### config.mk
export PLATFORM = sky130hd
export DESIGN_NAME = instr_encoder
export DESIGN_NICKNAME = d
export VERILOG_FILES = /design/src/rtl/mips_pkg.sv /design/src/rtl/instr_encoder_ctrl_classify.sv /design/src/rtl/instr_encoder.sv
export SDC_FILE = /design/constraint.sdc
export NUM_CORES = 1
export LEC_CHECK = 0
export BUFFER_PORTS_ARGS = -buffer_cell sky130_fd_sc_hd__clkbuf_2
export CORE_AREA = 3 3 88 111
export DETAILED_ROUTE_END_ITERATION = 16
export DIE_AREA = 0 0 91 114
export GPL_TIMING_DRIVEN = 0
export PLACE_DENSITY = 0.88
export SYNTH_ARGS = -nofsm -noshare
export SYNTH_HDL_FRONTEND = slang
export SYNTH_HIERARCHICAL = 1
export SYNTH_SLANG_ARGS = --single-unit
### constraint.sdc
create_clock -name clk -period 2 [get_ports clk]
set_input_delay 0.1 -clock clk [delete_from_list [all_inputs] [get_ports clk]]
set_output_delay 0.1 -clock clk [all_outputs]
set_load 0.02 [all_outputs]
### src/rtl/mips_pkg.sv
// Shared MIPS control-encoding definitions: opcodes, ALUOp codes, instruction
// classes and the instruction-word assembler used by the program loader.
package mips_pkg;

  localparam logic [5:0] OP_RTYPE = 6'b000000;
  localparam logic [5:0] OP_LW    = 6'b100011;
  localparam logic [5:0] OP_SW    = 6'b101011;
  localparam logic [5:0] OP_BEQ   = 6'b000100;
  localparam logic [5:0] OP_ADDI  = 6'b001000;

  localparam logic [1:0] ALUOP_MEM = 2'b00;
  localparam logic [1:0] ALUOP_BR  = 2'b01;
  localparam logic [1:0] ALUOP_R   = 2'b10;

  typedef enum logic [2:0] {
    CL_R       = 3'd0,
    CL_LW      = 3'd1,
    CL_SW      = 3'd2,
    CL_BEQ     = 3'd3,
    CL_ADDI    = 3'd4,
    CL_ILLEGAL = 3'd5
  } instr_class_e;

  typedef struct packed {
    logic       reg_dst;
    logic       branch;
    logic       mem_read;
    logic       mem_to_reg;
    logic       mem_write;
    logic       alu_src;
    logic       reg_write;
    logic [1:0] alu_op;
  } ctrl_bundle_t;

  function automatic logic [31:0] encode_word(
    input logic        rtype,
    input logic [5:0]  op,
    input logic [4:0]  rs,
    input logic [4:0]  rt,
    input logic [4:0]  rd,
    input logic [4:0]  shamt,
    input logic [5:0]  funct,
    input logic [15:0] imm
  );
    logic [31:0] w;
    if (rtype) begin
      w = {OP_RTYPE, rs, rt, rd, shamt, funct};
    end else begin
      w = {op, rs, rt, imm};
    end
    return w;
  endfunction

endpackage

### src/rtl/instr_encoder_ctrl_classify.sv
// Combinational inverse of the main decoder: maps a control bundle to its
// instruction class and opcode; any unlisted bundle is CL_ILLEGAL.
module ctrl_classify
  import mips_pkg::*;
(
  input  ctrl_bundle_t ctrl_i,
  output instr_class_e cls_o,
  output logic [5:0]   op_o
);

  // Don't-care fields (reg_dst/mem_to_reg for SW and BEQ) are simply not tested.
  always_comb begin
    cls_o = CL_ILLEGAL;
    if (ctrl_i.reg_dst && !ctrl_i.alu_src && !ctrl_i.mem_to_reg && ctrl_i.reg_write &&
        !ctrl_i.mem_read && !ctrl_i.mem_write && !ctrl_i.branch && (ctrl_i.alu_op == ALUOP_R)) begin
      cls_o = CL_R;
    end else if (!ctrl_i.reg_dst && ctrl_i.alu_src && ctrl_i.mem_to_reg && ctrl_i.reg_write &&
                 ctrl_i.mem_read && !ctrl_i.mem_write && !ctrl_i.branch &&
                 (ctrl_i.alu_op == ALUOP_MEM)) begin
      cls_o = CL_LW;
    end else if (ctrl_i.alu_src && !ctrl_i.reg_write && !ctrl_i.mem_read && ctrl_i.mem_write &&
                 !ctrl_i.branch && (ctrl_i.alu_op == ALUOP_MEM)) begin
      cls_o = CL_SW;
    end else if (!ctrl_i.alu_src && !ctrl_i.reg_write && !ctrl_i.mem_read && !ctrl_i.mem_write &&
                 ctrl_i.branch && (ctrl_i.alu_op == ALUOP_BR)) begin
      cls_o = CL_BEQ;
    end else if (!ctrl_i.reg_dst && ctrl_i.alu_src && !ctrl_i.mem_to_reg && ctrl_i.reg_write &&
                 !ctrl_i.mem_read && !ctrl_i.mem_write && !ctrl_i.branch &&
                 (ctrl_i.alu_op == ALUOP_MEM)) begin
      cls_o = CL_ADDI;
    end else begin
      cls_o = CL_ILLEGAL;
    end
  end

  always_comb begin
    case (cls_o)
      CL_R:    op_o = OP_RTYPE;
      CL_LW:   op_o = OP_LW;
      CL_SW:   op_o = OP_SW;
      CL_BEQ:  op_o = OP_BEQ;
      CL_ADDI: op_o = OP_ADDI;
      default: op_o = 6'b000000;
    endcase
  end

endmodule

### src/rtl/instr_encoder.sv
// Program loader: classifies a control bundle, assembles the instruction word
// and streams it into instruction memory through a two-stage ready/valid pipe.
module instr_encoder
  import mips_pkg::*;
#(
  parameter int               ADDR_W    = 8,
  parameter logic [ADDR_W-1:0] BASE_ADDR = '0
) (
  input  logic              clk,
  input  logic              rst_n,
  input  logic              in_valid,
  output logic              in_ready,
  input  logic              reg_dst,
  input  logic              branch,
  input  logic              mem_read,
  input  logic              mem_to_reg,
  input  logic              mem_write,
  input  logic              alu_src,
  input  logic              reg_write,
  input  logic [1:0]        alu_op,
  input  logic [4:0]        rs,
  input  logic [4:0]        rt,
  input  logic [4:0]        rd,
  input  logic [4:0]        shamt,
  input  logic [5:0]        funct,
  input  logic [15:0]       imm,
  output logic              imem_we,
  input  logic              imem_ready,
  output logic [ADDR_W-1:0] imem_addr,
  output logic [31:0]       imem_wdata,
  output logic [ADDR_W:0]   instr_count,
  output logic              full,
  output logic              err,
  input  logic              err_clr
);

  ctrl_bundle_t ctrl_s;
  instr_class_e cls_s;
  logic [5:0]   op_s;
  logic         legal_s, accept_s, acc_legal_s, acc_illegal_s;
  logic         s2_adv_s, s1_move_s, wr_done_s;

  logic              rdy_en_q, rdy_en_d;
  logic              s1_valid_q, s1_valid_d;
  logic              s1_rtype_q, s1_rtype_d;
  logic [5:0]        s1_op_q, s1_op_d;
  logic [4:0]        s1_rs_q, s1_rs_d, s1_rt_q, s1_rt_d, s1_rd_q, s1_rd_d, s1_shamt_q, s1_shamt_d;
  logic [5:0]        s1_funct_q, s1_funct_d;
  logic [15:0]       s1_imm_q, s1_imm_d;
  logic              s2_valid_q, s2_valid_d;
  logic [31:0]       s2_word_q, s2_word_d;
  logic [ADDR_W-1:0] addr_q, addr_d;
  logic [ADDR_W:0]   count_q, count_d;
  logic [ADDR_W:0]   slots_q, slots_d;
  logic              err_q, err_d;

  assign ctrl_s = {reg_dst, branch, mem_read, mem_to_reg, mem_write, alu_src, reg_write, alu_op};

  ctrl_classify u_classify (
    .ctrl_i (ctrl_s),
    .cls_o  (cls_s),
    .op_o   (op_s)
  );

  // slots_q/count_q never exceed 2^ADDR_W, so their MSB alone flags "at capacity".
  assign legal_s       = (cls_s != CL_ILLEGAL);
  assign s2_adv_s      = !s2_valid_q || imem_ready;
  assign s1_move_s     = s1_valid_q && s2_adv_s;
  assign in_ready      = rdy_en_q && !slots_q[ADDR_W] && (!s1_valid_q || s2_adv_s);
  assign accept_s      = in_valid && in_ready;
  assign acc_legal_s   = accept_s && legal_s;
  assign acc_illegal_s = accept_s && !legal_s;
  assign wr_done_s     = s2_valid_q && imem_ready;

  assign imem_we     = s2_valid_q;
  assign imem_addr   = addr_q;
  assign imem_wdata  = s2_word_q;
  assign instr_count = count_q;
  assign full        = count_q[ADDR_W];
  assign err         = err_q;

  always_comb begin
    rdy_en_d   = 1'b1;
    s1_valid_d = s1_valid_q;
    s1_rtype_d = s1_rtype_q;
    s1_op_d    = s1_op_q;
    s1_rs_d    = s1_rs_q;
    s1_rt_d    = s1_rt_q;
    s1_rd_d    = s1_rd_q;
    s1_shamt_d = s1_shamt_q;
    s1_funct_d = s1_funct_q;
    s1_imm_d   = s1_imm_q;
    s2_valid_d = s2_valid_q;
    s2_word_d  = s2_word_q;
    addr_d     = addr_q;
    count_d    = count_q;
    slots_d    = slots_q;
    err_d      = err_q;

    if (acc_legal_s) begin
      s1_valid_d = 1'b1;
      s1_rtype_d = (cls_s == CL_R);
      s1_op_d    = op_s;
      s1_rs_d    = rs;
      s1_rt_d    = rt;
      s1_rd_d    = rd;
      s1_shamt_d = shamt;
      s1_funct_d = funct;
      s1_imm_d   = imm;
      slots_d    = slots_q + (ADDR_W+1)'(1);
    end else if (s1_move_s) begin
      s1_valid_d = 1'b0;
    end else begin
      s1_valid_d = s1_valid_q;
    end

    // The word is held while stalled; an emptied S2 keeps its last word with we=0.
    if (s2_adv_s) begin
      s2_valid_d = s1_valid_q;
      if (s1_valid_q) begin
        s2_word_d = encode_word(s1_rtype_q, s1_op_q, s1_rs_q, s1_rt_q, s1_rd_q,
                                s1_shamt_q, s1_funct_q, s1_imm_q);
      end else begin
        s2_word_d = s2_word_q;
      end
    end else begin
      s2_valid_d = s2_valid_q;
    end

    if (wr_done_s) begin
      count_d = count_q + (ADDR_W+1)'(1);
      if (addr_q != '1) begin
        addr_d = addr_q + ADDR_W'(1);
      end else begin
        addr_d = addr_q;
      end
    end else begin
      count_d = count_q;
    end

    if (acc_illegal_s) begin
      err_d = 1'b1;
    end else if (err_clr) begin
      err_d = 1'b0;
    end else begin
      err_d = err_q;
    end
  end

  always_ff @(posedge clk or negedge rst_n) begin
    if (!rst_n) begin
      rdy_en_q   <= 1'b0;
      s1_valid_q <= 1'b0;
      s1_rtype_q <= 1'b0;
      s1_op_q    <= 6'd0;
      s1_rs_q    <= 5'd0;
      s1_rt_q    <= 5'd0;
      s1_rd_q    <= 5'd0;
      s1_shamt_q <= 5'd0;
      s1_funct_q <= 6'd0;
      s1_imm_q   <= 16'd0;
      s2_valid_q <= 1'b0;
      s2_word_q  <= 32'd0;
      addr_q     <= BASE_ADDR;
      count_q    <= '0;
      slots_q    <= '0;
      err_q      <= 1'b0;
    end else begin
      rdy_en_q   <= rdy_en_d;
      s1_valid_q <= s1_valid_d;
      s1_rtype_q <= s1_rtype_d;
      s1_op_q    <= s1_op_d;
      s1_rs_q    <= s1_rs_d;
      s1_rt_q    <= s1_rt_d;
      s1_rd_q    <= s1_rd_d;
      s1_shamt_q <= s1_shamt_d;
      s1_funct_q <= s1_funct_d;
      s1_imm_q   <= s1_imm_d;
      s2_valid_q <= s2_valid_d;
      s2_word_q  <= s2_word_d;
      addr_q     <= addr_d;
      count_q    <= count_d;
      slots_q    <= slots_d;
      err_q      <= err_d;
    end
  end

endmodule
# == Yosys cells after proc, flatten, opt, wreduce, memory -nomap -nowiden ==
# Cells that the tools add are included.
# classes
addsub,3
eq_ne,8
n_mux,11
n_reduce_logical,56
# op_table
op,n
$logic_and A1 B1 Y1,37
$mux W32,1
$pmux W6 S4,1
$add A9 B1 Y9 const B,2
$mux W3,4
$logic_not A1 Y1,11
$add A8 B1 Y8 const B,1
$ne A8 B8 Y1 const B,1
$eq A3 B2 Y1 const B,2
$mux W1,5
$reduce_and A2 Y1,2
$reduce_bool A2 Y1,2
$eq A3 B1 Y1 const B,1
$eq A3 B3 Y1 const B,1
$logic_not A3 Y1,1
$ne A3 B3 Y1 const B,1
$eq A2 B1 Y1 const B,1
$eq A2 B2 Y1 const B,1
$logic_not A2 Y1,1
$logic_or A1 B1 Y1,2
# totals
regBits,111
elab_cells,94

# == Logic depth before layout (Yosys ltp) ==
# Gate-level depths: netlist of the first run.
# depth
ltp_word,17
ltp_mapped,9

# == Hierarchy ==
# Netlist of the first run, hierarchy kept.
# by_module_without_submodules
mod,n_inst,cells_per_inst,area_each_um2
instr_encoder,1,340,4514.3
ctrl_classify,1,23,183.9

# == Least setup slack after synthesis of the first run ==
# OpenSTA, ideal clock, no wires.
# synth_path
path_kind,input to register
startpoint,input port mem_read
endpoint,register s1_rs_q[0]
setup_ns,0.125
arrival_ns,1.970
t_required_ns,1.875
setup_slack_ns,-0.094
stages,8
n_path_buf,2
cell_sequence,or3_4 nor3_1 or2_1 and3b_1 nor4_4 buf_4 buf_4 mux2_2
# synth_via
elab_cells_between_ends,28
classes_between,eq/ne: 1; mux: 5; reduce/logical: 22
# synth_lines
item,line,text
"start, declared",instr_encoder.sv:15,"input logic mem_read,"
$logic_not A1 Y1,"instr_encoder_ctrl_classify.sv:15, instr_encoder_ctrl_classify.sv:21, instr_encoder_ctrl_classify.sv:24",
$logic_and A1 B1 Y1 (3 in series),instr_encoder_ctrl_classify.sv:24,end else if (!ctrl_i.alu_src && !ctrl_i.reg_write && !ctrl_i.mem_read && !ctrl_i.mem_write &&
$logic_and A1 B1 Y1,instr_encoder_ctrl_classify.sv:25,ctrl_i.branch && (ctrl_i.alu_op == ALUOP_BR)) begin
$mux W3,instr_encoder_ctrl_classify.sv:24,
$mux W3,instr_encoder_ctrl_classify.sv:21,end else if (ctrl_i.alu_src && !ctrl_i.reg_write && !ctrl_i.mem_read && ctrl_i.mem_write &&
$mux W3,instr_encoder_ctrl_classify.sv:17,end else if (!ctrl_i.reg_dst && ctrl_i.alu_src && ctrl_i.mem_to_reg && ctrl_i.reg_write &&
$mux W3 (*),instr_encoder_ctrl_classify.sv:14,if (ctrl_i.reg_dst && !ctrl_i.alu_src && !ctrl_i.mem_to_reg && ctrl_i.reg_write &&
net cls_s[1],instr_encoder.sv:38,instr_class_e cls_s;
$ne A3 B3 Y1 (*),instr_encoder.sv:66,assign legal_s = (cls_s != CL_ILLEGAL);
$logic_and A1 B1 Y1 (*),instr_encoder.sv:71,assign acc_legal_s = accept_s && legal_s;
"end signal, assigned",instr_encoder.sv:173,s1_rs_q <= s1_rs_d;
"end, declared",instr_encoder.sv:47,"logic [4:0] s1_rs_q, s1_rs_d, s1_rt_q, s1_rt_d, s1_rd_q, s1_rd_d, s1_shamt_q, s1_shamt_d;"
# Mark *: on every way through the listed nets, which the timed path passes. The rest lies on a longest branch.
# A chain may end at the register's enable or synchronous reset.

# == Final worst setup path of the first run ==
# layout_path
startpoint,input port reg_write
endpoint,register s1_rs_q[1]
# layout_via
elab_chain_len,12
elab_cells_between_ends,33
classes_between,eq/ne: 1; mux: 5; reduce/logical: 27
# layout_lines
item,line,text
"start, declared",instr_encoder.sv:19,"input logic reg_write,"
$logic_not A1 Y1,"instr_encoder_ctrl_classify.sv:21, instr_encoder_ctrl_classify.sv:24",
$logic_and A1 B1 Y1 (4 in series),instr_encoder_ctrl_classify.sv:24,
$logic_and A1 B1 Y1,instr_encoder_ctrl_classify.sv:25,
$mux W3,instr_encoder_ctrl_classify.sv:24,
$mux W3,instr_encoder_ctrl_classify.sv:21,
$mux W3,instr_encoder_ctrl_classify.sv:17,
$mux W3 (*),instr_encoder_ctrl_classify.sv:14,
net cls_s[2],instr_encoder.sv:38,
$ne A3 B3 Y1 (*),instr_encoder.sv:66,
$logic_and A1 B1 Y1 (*),instr_encoder.sv:71,
# Marked as above.

==> results of run 1 <==
## logic make-up (layout without fill, tap and decap cells)
logic type	Yosys count	count (layout)	synth area share
multiplexers	79	79	0.1848
other	2	2	0.001598
buffers and inverters	22	194	0.02476
flip-flops	111	111	0.5912
XOR/XNOR	16	16	0.02983
adder cells (fa/ha/maj)	3	3	0.007990
AO/OA/AOI/OAI	39	39	0.05007
AND/OR/NAND/NOR	91	91	0.1097
## cell type report
type	instances	area [um2]	area share
inverters	4	15.01	0.002457
plain buffers	18	125.1	0.02048
repair buffers	156	1023	0.1675
multi-input cells	230	1824	0.2985
flip-flops and latches	111	2778	0.4545
clock inverters	2	12.51	0.002048
well taps	120	150.1	0.02457
clock buffers	14	182.7	0.02989
## placed cells by master, fill, tap and decap left out, drive strengths merged, types with 8 or more instances in the layout
master,count
nand2,36
dlygate4sd3,44
nand2b,10
dfrtp,111
mux2i,17
buf,16
and3,8
o21ai,23
xnor2,13
clkbuf,128
mux2,62
## final timing paths
kind | startpoint | endpoint
worst min-delay path | rd[4] | s1_rd_q[4]$_DFFE_PN0P_
worst max register to register | imem_we$_DFFE_PN0P_ | s1_rs_q[1]$_DFFE_PN0P_
worst max-delay path | reg_write | s1_rs_q[1]$_DFFE_PN0P_
min in group asynchronous | rst_n | imem_addr[5]$_DFFE_PN0P_
worst min register to register | slots_q[7]$_DFFE_PN0P_ | slots_q[7]$_DFFE_PN0P_
max in group asynchronous | rst_n | instr_count[8]$_DFFE_PN0P_
## routing by layer
metal / track usage / vias to the layer above
met5: 0 / -
met4: 0.1087 / 0
met3: 0.02968 / 29
met2: 0.3964 / 94
met1: 0.2410 / 1743
li1: - / 1595
## stage by stage
step,hold WS (ns),util
3_3_place_gp,0.3331,0.6174
2_1_floorplan,-0.1956,-
4_1_cts,0.01200,0.6952
5_1_grt,0.009594,0.6985
6_report,0.01246,0.6985
3_5_place_dp,0.2741,0.6184
## flip-flops by register name, summed over array words and instances (netlist names), 5 cells and up
register and cells:
s1_op_q 6, s1_rt_q 5, instr_count 9, s1_funct_q 6
imem_wdata 32, slots_q 9, imem_addr 8, s1_imm_q 16
s1_shamt_q 5, s1_rd_q 5, s1_rs_q 5
## power by group through the flow
stage | registers (mW) | logic (mW) | clock network (mW)
after floorplan | 2.86 | 0.346 | 0
after global placement | 2.77 | 0.700 | 0
after detailed placement | 2.80 | 0.740 | 0
after CTS | 2.75 | 0.817 | 1.32
after global routing | 2.80 | 0.894 | 1.40
final | 2.76 | 0.820 | 1.29
## repair_timing
item,CTS,global route
buffers inserted,3,1
endpoints found under the setup margin,30,34
pin swaps,3,1
hold buffers,44,0
gates resized for setup,4,6
hold endpoints to repair,154,0
==> out/metrics.csv, run 1 <==
metric;value;unit
RSZ-0062 raised after global routing;yes;
routed wl met3;366;um
DRT antenna net count;0;
CP endpoint kind;flip-flop;
Post-synth top cells;111 x dfrtp_1, 59 x mux2_2, 36 x nand2_1;
Yosys top cell area share;0.5912;
Pwr Density;797.6;nW/um2
RePlAce Congestion;0.7441;
Synth Flop Type;dfrtp_1;
R2R cell count;6;
WL final;10850;um
crit path kind;input port to flip-flop;
highest layer used for signal routing;met4;
number of DRC markers in iteration 0;159;
Placed Area;5410;um2
clock tree root driver cell;clkbuf_8;
Psw;1.312;mW
worst skew pair latency;0.36;ns
Seq pwr share;0.567;
worst vdd ir;0.7674;mV
Sw Share;0.2692;
Syn Nets;422;
Buf/Inv on CP;4;
Die H;114;um
Worst Hold Class;input port to flip-flop;
H-tree Lvls;3;
CTS Buf Count;9;
CTS tree;yes;
Initial Util;0.5370;
worst slew pin tran;0.8574;ns
slew margin rel.;0.4284;
Clk pwr share;0.265;
I/O pins;109;
# port buffers;108;
Finished Cell Area;6111;um2
Synth Cell Area;4698;um2
Slowest-stage cell, CP;or3_4;
CTS max path bufs;2;
Final period util;0.9754;
Max Clock Freq;512.6;MHz
GRT Overall Usage;0.2146;
CTS Sinks;111;
critical path required time;2.24;ns
top post-synthesis cells by area;dfrtp_1 59%, mux2_2 14%, mux2i_1 3.6%;
Final Skew;0.009660;ns
Worst Setup Slack, final;0.04929;ns
share of layout cells above drive strength 1;0.3907;
pin count of the biggest net entering global routing;112;
outcome;finished, final reports clean;
flops & latches, synth;111;
Comb pwr share;0.168;
drt pass-1 iters;4;
Int Power;3.562;mW
setup violators final;0;
instance count on the critical path;10;
Layout Cells excl Fill;655;
fin crit period;1.951;ns
initial antenna violation count;0;
hpwl dp;7106;um
count leader, synth;dfrtp_1;
vias in the first global route;3705;
Tot Pwr;4.874;mW
Core Region;8748;um2
via count;3461;
Die Area;10370;um2
CP Launch Type;input port;
gr ovfl total;0;
CP delay by family, top;simple AND/OR/NAND/NOR gates;
Vias/cell;5.284;
metal2 WL;5929;um
Met1 Wirelength;4125;um
YS warnings;6;
EDFF count, synth;0;
Max stage delay on crit path;0.42;ns
Rows;38;
Max FO, Critical Path;10;
chip width;91;um
Post-route DRC;0;
ys async rst share;1.000;
sequential area share after synthesis;0.5912;
Layout area overhead;30.07;%
Antenna Cells;0;
first-pass GRT wire length;17710;um
Leak;3.015;nW
Max Cap Violations;0;
CTS clk-pin slew, worst paths;0.10;ns
post-synthesis cell count;363;
final number of max-transition violations;0;
worst-path cell chain;clkbuf_2 > or3_4 > a2bb2o_2 > a211oi_1 > and3b_2 > nor4_4 > buf_4 > buf_6 > buf_12 > mux2_2;
library cells used by synthesis;45;
Worst Path Arrival;2.19;ns
# fillers;638;
setup slack, reg-to-reg;0.17;ns
WHS Path Cells;2;
Setup TNS;0;ns
Syn Area/Cell;12.94;um2
fin nets;589;
largest area contributor in the netlist;dfrtp_1;
Post-Place Cells;591;
WL/cell;16.56;um
Final Hold Vio Count;0;
dpl ws;-0.4184;ns
(Power assumes the default switching activity.)
==> inputs of run 2 (changes only) <==
==> constraint.sdc (replaced) <==
create_clock -name clk -period 2 [get_ports clk]
set_input_delay 0.3 -clock clk [delete_from_list [all_inputs] [get_ports clk]]
set_output_delay 0.3 -clock clk [all_outputs]
set_load 0.02 [all_outputs]
==> run 2 against run 1 <==
Effect of this change:
- the flow now finishes with violations (setup timing)
- design area fell by 0.59%
- global-route usage fell by 0.15 points
- core utilization fell by 0.41 points
- worst hold slack got worse by 0.0086 ns
- sequential power barely moved
- first-iteration DRC count rose by 10%
- critical endpoint is now s1_rtype_q$_DFFE_PN0P_
==> out/metrics.csv, run 2 (same netlist as run 1, synthesis figures left out) <==
metric;value;unit;change
outcome;finished with violations;;
failing checks;setup timing;;
vias in the first global route;3596;;-2.9%
DRT antenna net count;0;;unchanged
pin count of the biggest net entering global routing;112;;unchanged
Worst Setup Slack, final;-0.2210;ns;-0.2703 ns
CTS tree;yes;;
setup violators final;59;;+59
R2R cell count;8;;+2
# port buffers;108;;unchanged
worst skew pair latency;0.37;ns;about the same
critical path required time;2.25;ns;about the same
hpwl dp;7044;um;-0.87%
Worst Path Arrival;2.47;ns;+0.28 ns
Setup TNS;-10.90;ns;-10.90 ns
Worst Hold Class;input port to async pin;;
most common cell after layout, fill and taps aside;dfrtp_1;;
Placed Area;5410;um2;unchanged
fin nets;567;;-3.7%
worst slew pin tran;0.8596;ns;+0.002192 ns
Max Cap Violations;0;;unchanged
Die Area;10370;um2;unchanged
Post-Place Cells;591;;unchanged
leading cell types in the layout, fill and taps excluded;111 x dfrtp_1, 105 x clkbuf_2, 43 x mux2_2;;
share of layout cells above drive strength 1;0.4707;;+0.08005
initial antenna violation count;0;;unchanged
Layout area overhead;29.29;%;
RSZ-0062 raised after global routing;yes;;
area of the multi-input gates;1942;um2;+6.4%
Max Clock Freq;450.3;MHz;-12%
Final Skew;0.009295;ns;-0.0003650 ns
worst vdd ir;0.5284;mV;-31%
Final Hold Vio Count;0;;unchanged
CTS clk-pin slew, worst paths;0.09;ns;about the same
drt pass-1 iters;4;;unchanged
Layout Cells excl Fill;632;;-3.5%
Rows;38;;unchanged
Vias/cell;5.301;;+0.32%
crit path kind;input port to flip-flop;;
Die H;114;um;unchanged
CP endpoint kind;flip-flop;;
clock tree root driver cell;clkbuf_8;;
WL final;10630;um;-2.0%
GRT Overall Usage;0.2131;;-0.001518
WL/cell;16.82;um;+1.6%
Min Hold Slack;0.003890;ns;-0.008568 ns
Max FO, Critical Path;6;;-4
number of DRC markers in iteration 0;175;;+10%
worst r2r src;imem_we$_DFFE_PN0P_;;
via count;3350;;-3.2%
Final period util;1.110;;+0.1351
CTS Sinks;111;;unchanged
Tot Pwr;5.057;mW;+3.7%
chip width;91;um;unchanged
fin crit period;2.221;ns;+0.2703 ns
Finished Cell Area;6075;um2;-0.59%
gr ovfl total;0;;unchanged
CTS Buf Count;9;;unchanged
setup slack, reg-to-reg;0.12;ns;-0.05 ns
final number of max-transition violations;0;;unchanged
RePlAce Congestion;0.7614;;+2.3%
H-tree Lvls;3;;unchanged
CP Launch Type;input port;;
register area;2778;um2;unchanged
Core Region;8748;um2;unchanged
I/O pins;109;;unchanged
reg-to-reg endpoint;s1_rtype_q$_DFFE_PN0P_;;
Antenna Cells;0;;unchanged
CTS max path bufs;2;;unchanged
# fillers;628;;-1.6%
max FFs per register;32;;unchanged
first-pass GRT wire length;17280;um;-2.4%
Pwr Density;832.4;nW/um2;+4.4%
Leak;3.049;nW;+1.1%
slew margin rel.;0.4270;;-0.001461
Post-route DRC;0;;unchanged
Initial Util;0.5370;;unchanged
-- run 2: changes by cell type in the layout (fill, tap and decap cells not counted), sizes merged --
cell / delta
dlygate4sd3: -44
bufinv: +2
clkinvlp: -1
buf: +24
clkbuf: -4
-- run 2: per-stage QoR --
stage	worst slack [ns]	utilization
after detailed placement	-0.5922	0.6184
after global placement	-0.7839	0.6174
after floorplan	-0.2190	-
after global routing	-0.2974	0.6944
final	-0.2210	0.6944
after CTS	-0.1332	0.6842
-- run 2: routing by layer --
layer,part of all wire,GRT usage,vias up
li1,-,-,1553
met1,0.39,0.2456,1688
met2,0.54,0.3851,88
met3,0.041,0.04617,21
met4,0.027,0.08551,0
met5,0,0,-
-- run 2: cell type report --
cell class,instances,area share
plain buffers,18,0.02430
clock buffers,12,0.02719
clock inverters,3,0.01071
inverters,4,0.002472
multi-input cells,230,0.3197
flip-flops and latches,111,0.4573
well taps,120,0.02472
repair buffers,134,0.1337
-- run 2: repair_timing --
item	CTS	global route
setup buffers	20	4
hold buffers	0	0
endpoints found under the hold margin	0	0
setup endpoints to repair	55	60
gates cloned	2	0
resized for setup	41	13
pin swaps	4	6
-- run 2: worst max path at each step --
stage | cells after the start | slack, ns | to | startpoint
2_1_floorplan | 8 | -0.22 | s1_rs_q[0]$_DFFE_PN0P_ | mem_read
4_1_cts | 10 | -0.13 | s1_op_q[0]$_DFFE_PN0P_ | reg_write
5_1_grt | 12 | -0.30 | slots_q[7]$_DFFE_PN0P_ | mem_read
3_5_place_dp | 9 | -0.59 | s1_op_q[0]$_DFFE_PN0P_ | mem_read
6_report | 12 | -0.22 | s1_rtype_q$_DFFE_PN0P_ | mem_read
3_3_place_gp | 1 | -0.78 | s1_imm_q[4]$_DFFE_PN0P_ | rst_n
-- run 2: power breakdown --
group	internal (mW)	leakage, nW	switching (mW)
clock	0.800	0.118	0.695
sequential	2.55	1.49	0.206
combinational	0.419	1.45	0.387
-- run 2: worst max-delay path: stages --
cell      delay [ns]
buf_8           0.10
or3_4           0.42
nor4_4          0.31
or2_1           0.17
and3b_2         0.24
nor4_4          0.18
buf_4           0.17
buf_8           0.13
buf_8           0.12
buf_6           0.12
nand2b_4        0.12
o41ai_2         0.08
==> inputs of run 3 (changes only) <==
Settings changed: ABC_AREA set to 1, CORE_AREA 3 3 88 111 to 3 3 90 114, DIE_AREA 0 0 91 114 to 0 0 93 117, REMOVE_ABC_BUFFERS set to 1.
==> run 3 against run 2 <==
Effect of this change:
- the flow now finishes without violations
- clock-buffer cell count decreased by 1
- worst setup slack better by 0.38 ns
- global-route usage shrank 0.34 points
- power up 12%
- combinational power grew 33%
- largest power group unchanged
- core utilization is 5.1 points lower
- sequential share of layout area increased by 1.4 points
- clock power is 13% higher
==> out/metrics.csv, run 3 <==
metric;value;unit;change
initial antenna violation count;0;;unchanged
Syn Area/Cell;8.104;um2;-37%
CTS clk-pin slew, worst paths;0.06;ns;-0.03 ns
worst vdd ir;0.7051;mV;+33%
Synth Cell Area;4960;um2;+5.6%
Clk pwr share;0.297;;+0.002
Post-synth top cells;318 x nand2_1, 111 x dfrtp_1, 34 x nor2_1;;
CTS tree;yes;;
EDFF count, synth;0;;unchanged
Final Skew;0.004960;ns;-0.004336 ns
gr ovfl total;0;;unchanged
CP endpoint kind;flip-flop;;
Comb pwr share;0.189;;+0.030
clock tree root driver cell;clkbuf_16;;
final number of max-transition violations;0;;unchanged
worst skew pair latency;0.34;ns;-0.03 ns
DRT antenna net count;0;;unchanged
Core Region;9174;um2;+4.9%
Post-Place Cells;819;;+39%
Int Power;3.989;mW;+5.8%
Synth Flop Type;dfrtp_1;;
hpwl dp;7441;um;+5.6%
chip width;93;um;+2.2%
Max Clock Freq;543.6;MHz;+21%
YS warnings;6;;unchanged
fin nets;769;;+36%
max FFs per register;32;;unchanged
Placed Area;5579;um2;+3.1%
library cells used by synthesis;28;;-38%
register area;2778;um2;unchanged
share of layout cells above drive strength 1;0.2051;;-0.2656
Final period util;0.9197;;-0.1908
count leader, synth;nand2_1;;
via count;4301;;+28%
Die Area;10880;um2;+4.9%
CP Launch Type;flip-flop;;
Worst Path Arrival;2.06;ns;-0.41 ns
Layout Cells excl Fill;835;;+32%
worst slew pin tran;0.8756;ns;+0.01601 ns
crit path kind;flip-flop to flip-flop;;
H-tree Lvls;3;;unchanged
Antenna Cells;0;;unchanged
Vias/cell;5.151;;-2.8%
sequential area share after synthesis;0.5600;;-0.03117
Sw Share;0.2942;;+0.03968
CTS max path bufs;2;;unchanged
largest area contributor in the netlist;dfrtp_1;;
# fillers;766;;+22%
number of DRC markers in iteration 0;244;;+39%
GRT met3 Usage;0.03964;;-0.006532
# port buffers;108;;unchanged
slew margin rel.;0.4163;;-0.01068
Max FO, Critical Path;22;;+16
outcome;finished, final reports clean;;
critical path required time;2.22;ns;-0.03 ns
Pwr Density;958.1;nW/um2;+15%
Max Cap Violations;0;;unchanged
Seq pwr share;0.514;;-0.031
Rows;39;;+2.6%
Die H;117;um;+2.6%
Layout area overhead;18.95;%;
leading cell types in the layout, fill and taps excluded;318 x nand2_1, 111 x dfrtp_1, 107 x clkbuf_2;;
routing usage on met2;0.3705;;-0.01457
Psw;1.663;mW;+29%
most common cell after layout, fill and taps aside;nand2_1;;
Initial Util;0.5406;;+0.003601
Worst Hold Class;input port to async pin;;
Final Hold Vio Count;0;;unchanged
Post-route DRC;0;;unchanged
post-synthesis cell count;612;;+69%
Leak;3.250;nW;+6.6%
RSZ-0062 raised after global routing;yes;;
vias in the first global route;4124;;+15%
WL final;11380;um;+7.0%
drt pass-1 iters;5;;+1
ys async rst share;1.000;;unchanged
Yosys top cell area share;0.5600;;-0.03117
top post-synthesis cells by area;dfrtp_1 56%, nand2_1 24%, nor2_1 2.6%;;
I/O pins;109;;unchanged
met1 Use GR;0.2587;;+0.01313
CTS Buf Count;9;;unchanged
area of the multi-input gates;1933;um2;-0.45%
RePlAce Congestion;0.8070;;+6.0%
Finished Cell Area;5899;um2;-2.9%
gr busiest metal;met2;;
GRT Overall Usage;0.2097;;-0.003398
fin crit period;1.839;ns;-0.3815 ns
setup violators final;0;;-100%
flops & latches, synth;111;;unchanged
first-pass GRT wire length;18240;um;+5.5%
CTS Sinks;111;;unchanged
pin count of the biggest net entering global routing;112;;unchanged
WL/cell;13.63;um;-19%
-- run 3: final timing paths --
check | from | endpoint | slack [ns] | cells past startpoint
max in group asynchronous | rst_n | slots_q[2]$_DFFE_PN0P_ | 1.32 | 1
min reg2reg | imem_wdata[21]$_DFFE_PN0P_ | imem_wdata[21]$_DFFE_PN0P_ | 0.47 | 2
max | s1_rtype_q$_DFFE_PN0P_ | imem_wdata[28]$_DFFE_PN0P_ | 0.16 | 3
max reg2reg | s1_rtype_q$_DFFE_PN0P_ | imem_wdata[28]$_DFFE_PN0P_ | 0.16 | 3
min | rst_n | imem_wdata[21]$_DFFE_PN0P_ | 0.05 | 1
min in group clk | shamt[4] | s1_shamt_q[4]$_DFFE_PN0P_ | 0.15 | 3
-- run 3: repair_timing --
item,4_1_cts,5_1_grt
gates cloned,0,2
buffers inserted,0,1
gates resized for setup,0,2
endpoints found under the setup margin,1,62
hold buffers,0,0
pin swaps,2,2
-- run 3: per-layer routing --
metal | routed length, um | vias up
met4 | 112 | 0
met2 | 5941 | 147
met5 | 0 | -
met3 | 664 | 11
li1 | - | 2071
met1 | 4660 | 2072
-- run 3: metrics by stage --
stage | power, mW | setup TNS [ns] | utilization | hold slack (ns) | worst slack, ns
2_1_floorplan | 3.549 | -16.72 | - | 0.004409 | -0.3249
3_3_place_gp | 3.925 | -178.57 | 0.5989 | 0.4530 | -1.325
3_5_place_dp | 4.011 | -18.00 | 0.6082 | 0.4615 | -0.3513
4_1_cts | 5.697 | 0 | 0.6373 | 0.1085 | 0.01474
5_1_grt | 5.970 | -0.05435 | 0.6431 | 0.1150 | -0.02035
6_report | 5.652 | 0 | 0.6431 | 0.05078 | 0.1605
-- run 3: cells by family after synthesis --
group           synth area share
simple gates              0.3244
flops                     0.5600
buf+inv                  0.06105
compound gates           0.02775
xor+xnor                 0.01766
fa+ha+maj               0.007569
other cells             0.001514
-- run 3: layout make-up --
type,count,share of cell area
sequential,111,0.4708
multi-input combinational,439,0.3277
timing repair buffer,111,0.1058
clock buffer,11,0.03945
tap,123,0.02609
inverter,38,0.02418
clock inverter,2,0.005938
-- run 3: power by group through the flow --
stage | clock (mW) | sequential, mW | combinational (mW)
finish | 1.68 | 2.90 | 1.07
global route | 1.81 | 2.95 | 1.21
CTS | 1.72 | 2.90 | 1.08
detailed placement | 0 | 2.94 | 1.07
global placement | 0 | 2.91 | 1.01
floorplan | 0 | 3.11 | 0.438
-- run 3: worst max-delay path: stages (launching register included) --
cell     delay, ns
dfrtp_1       0.80
inv_1         0.61
nand3_1       0.23
nand2_1       0.08
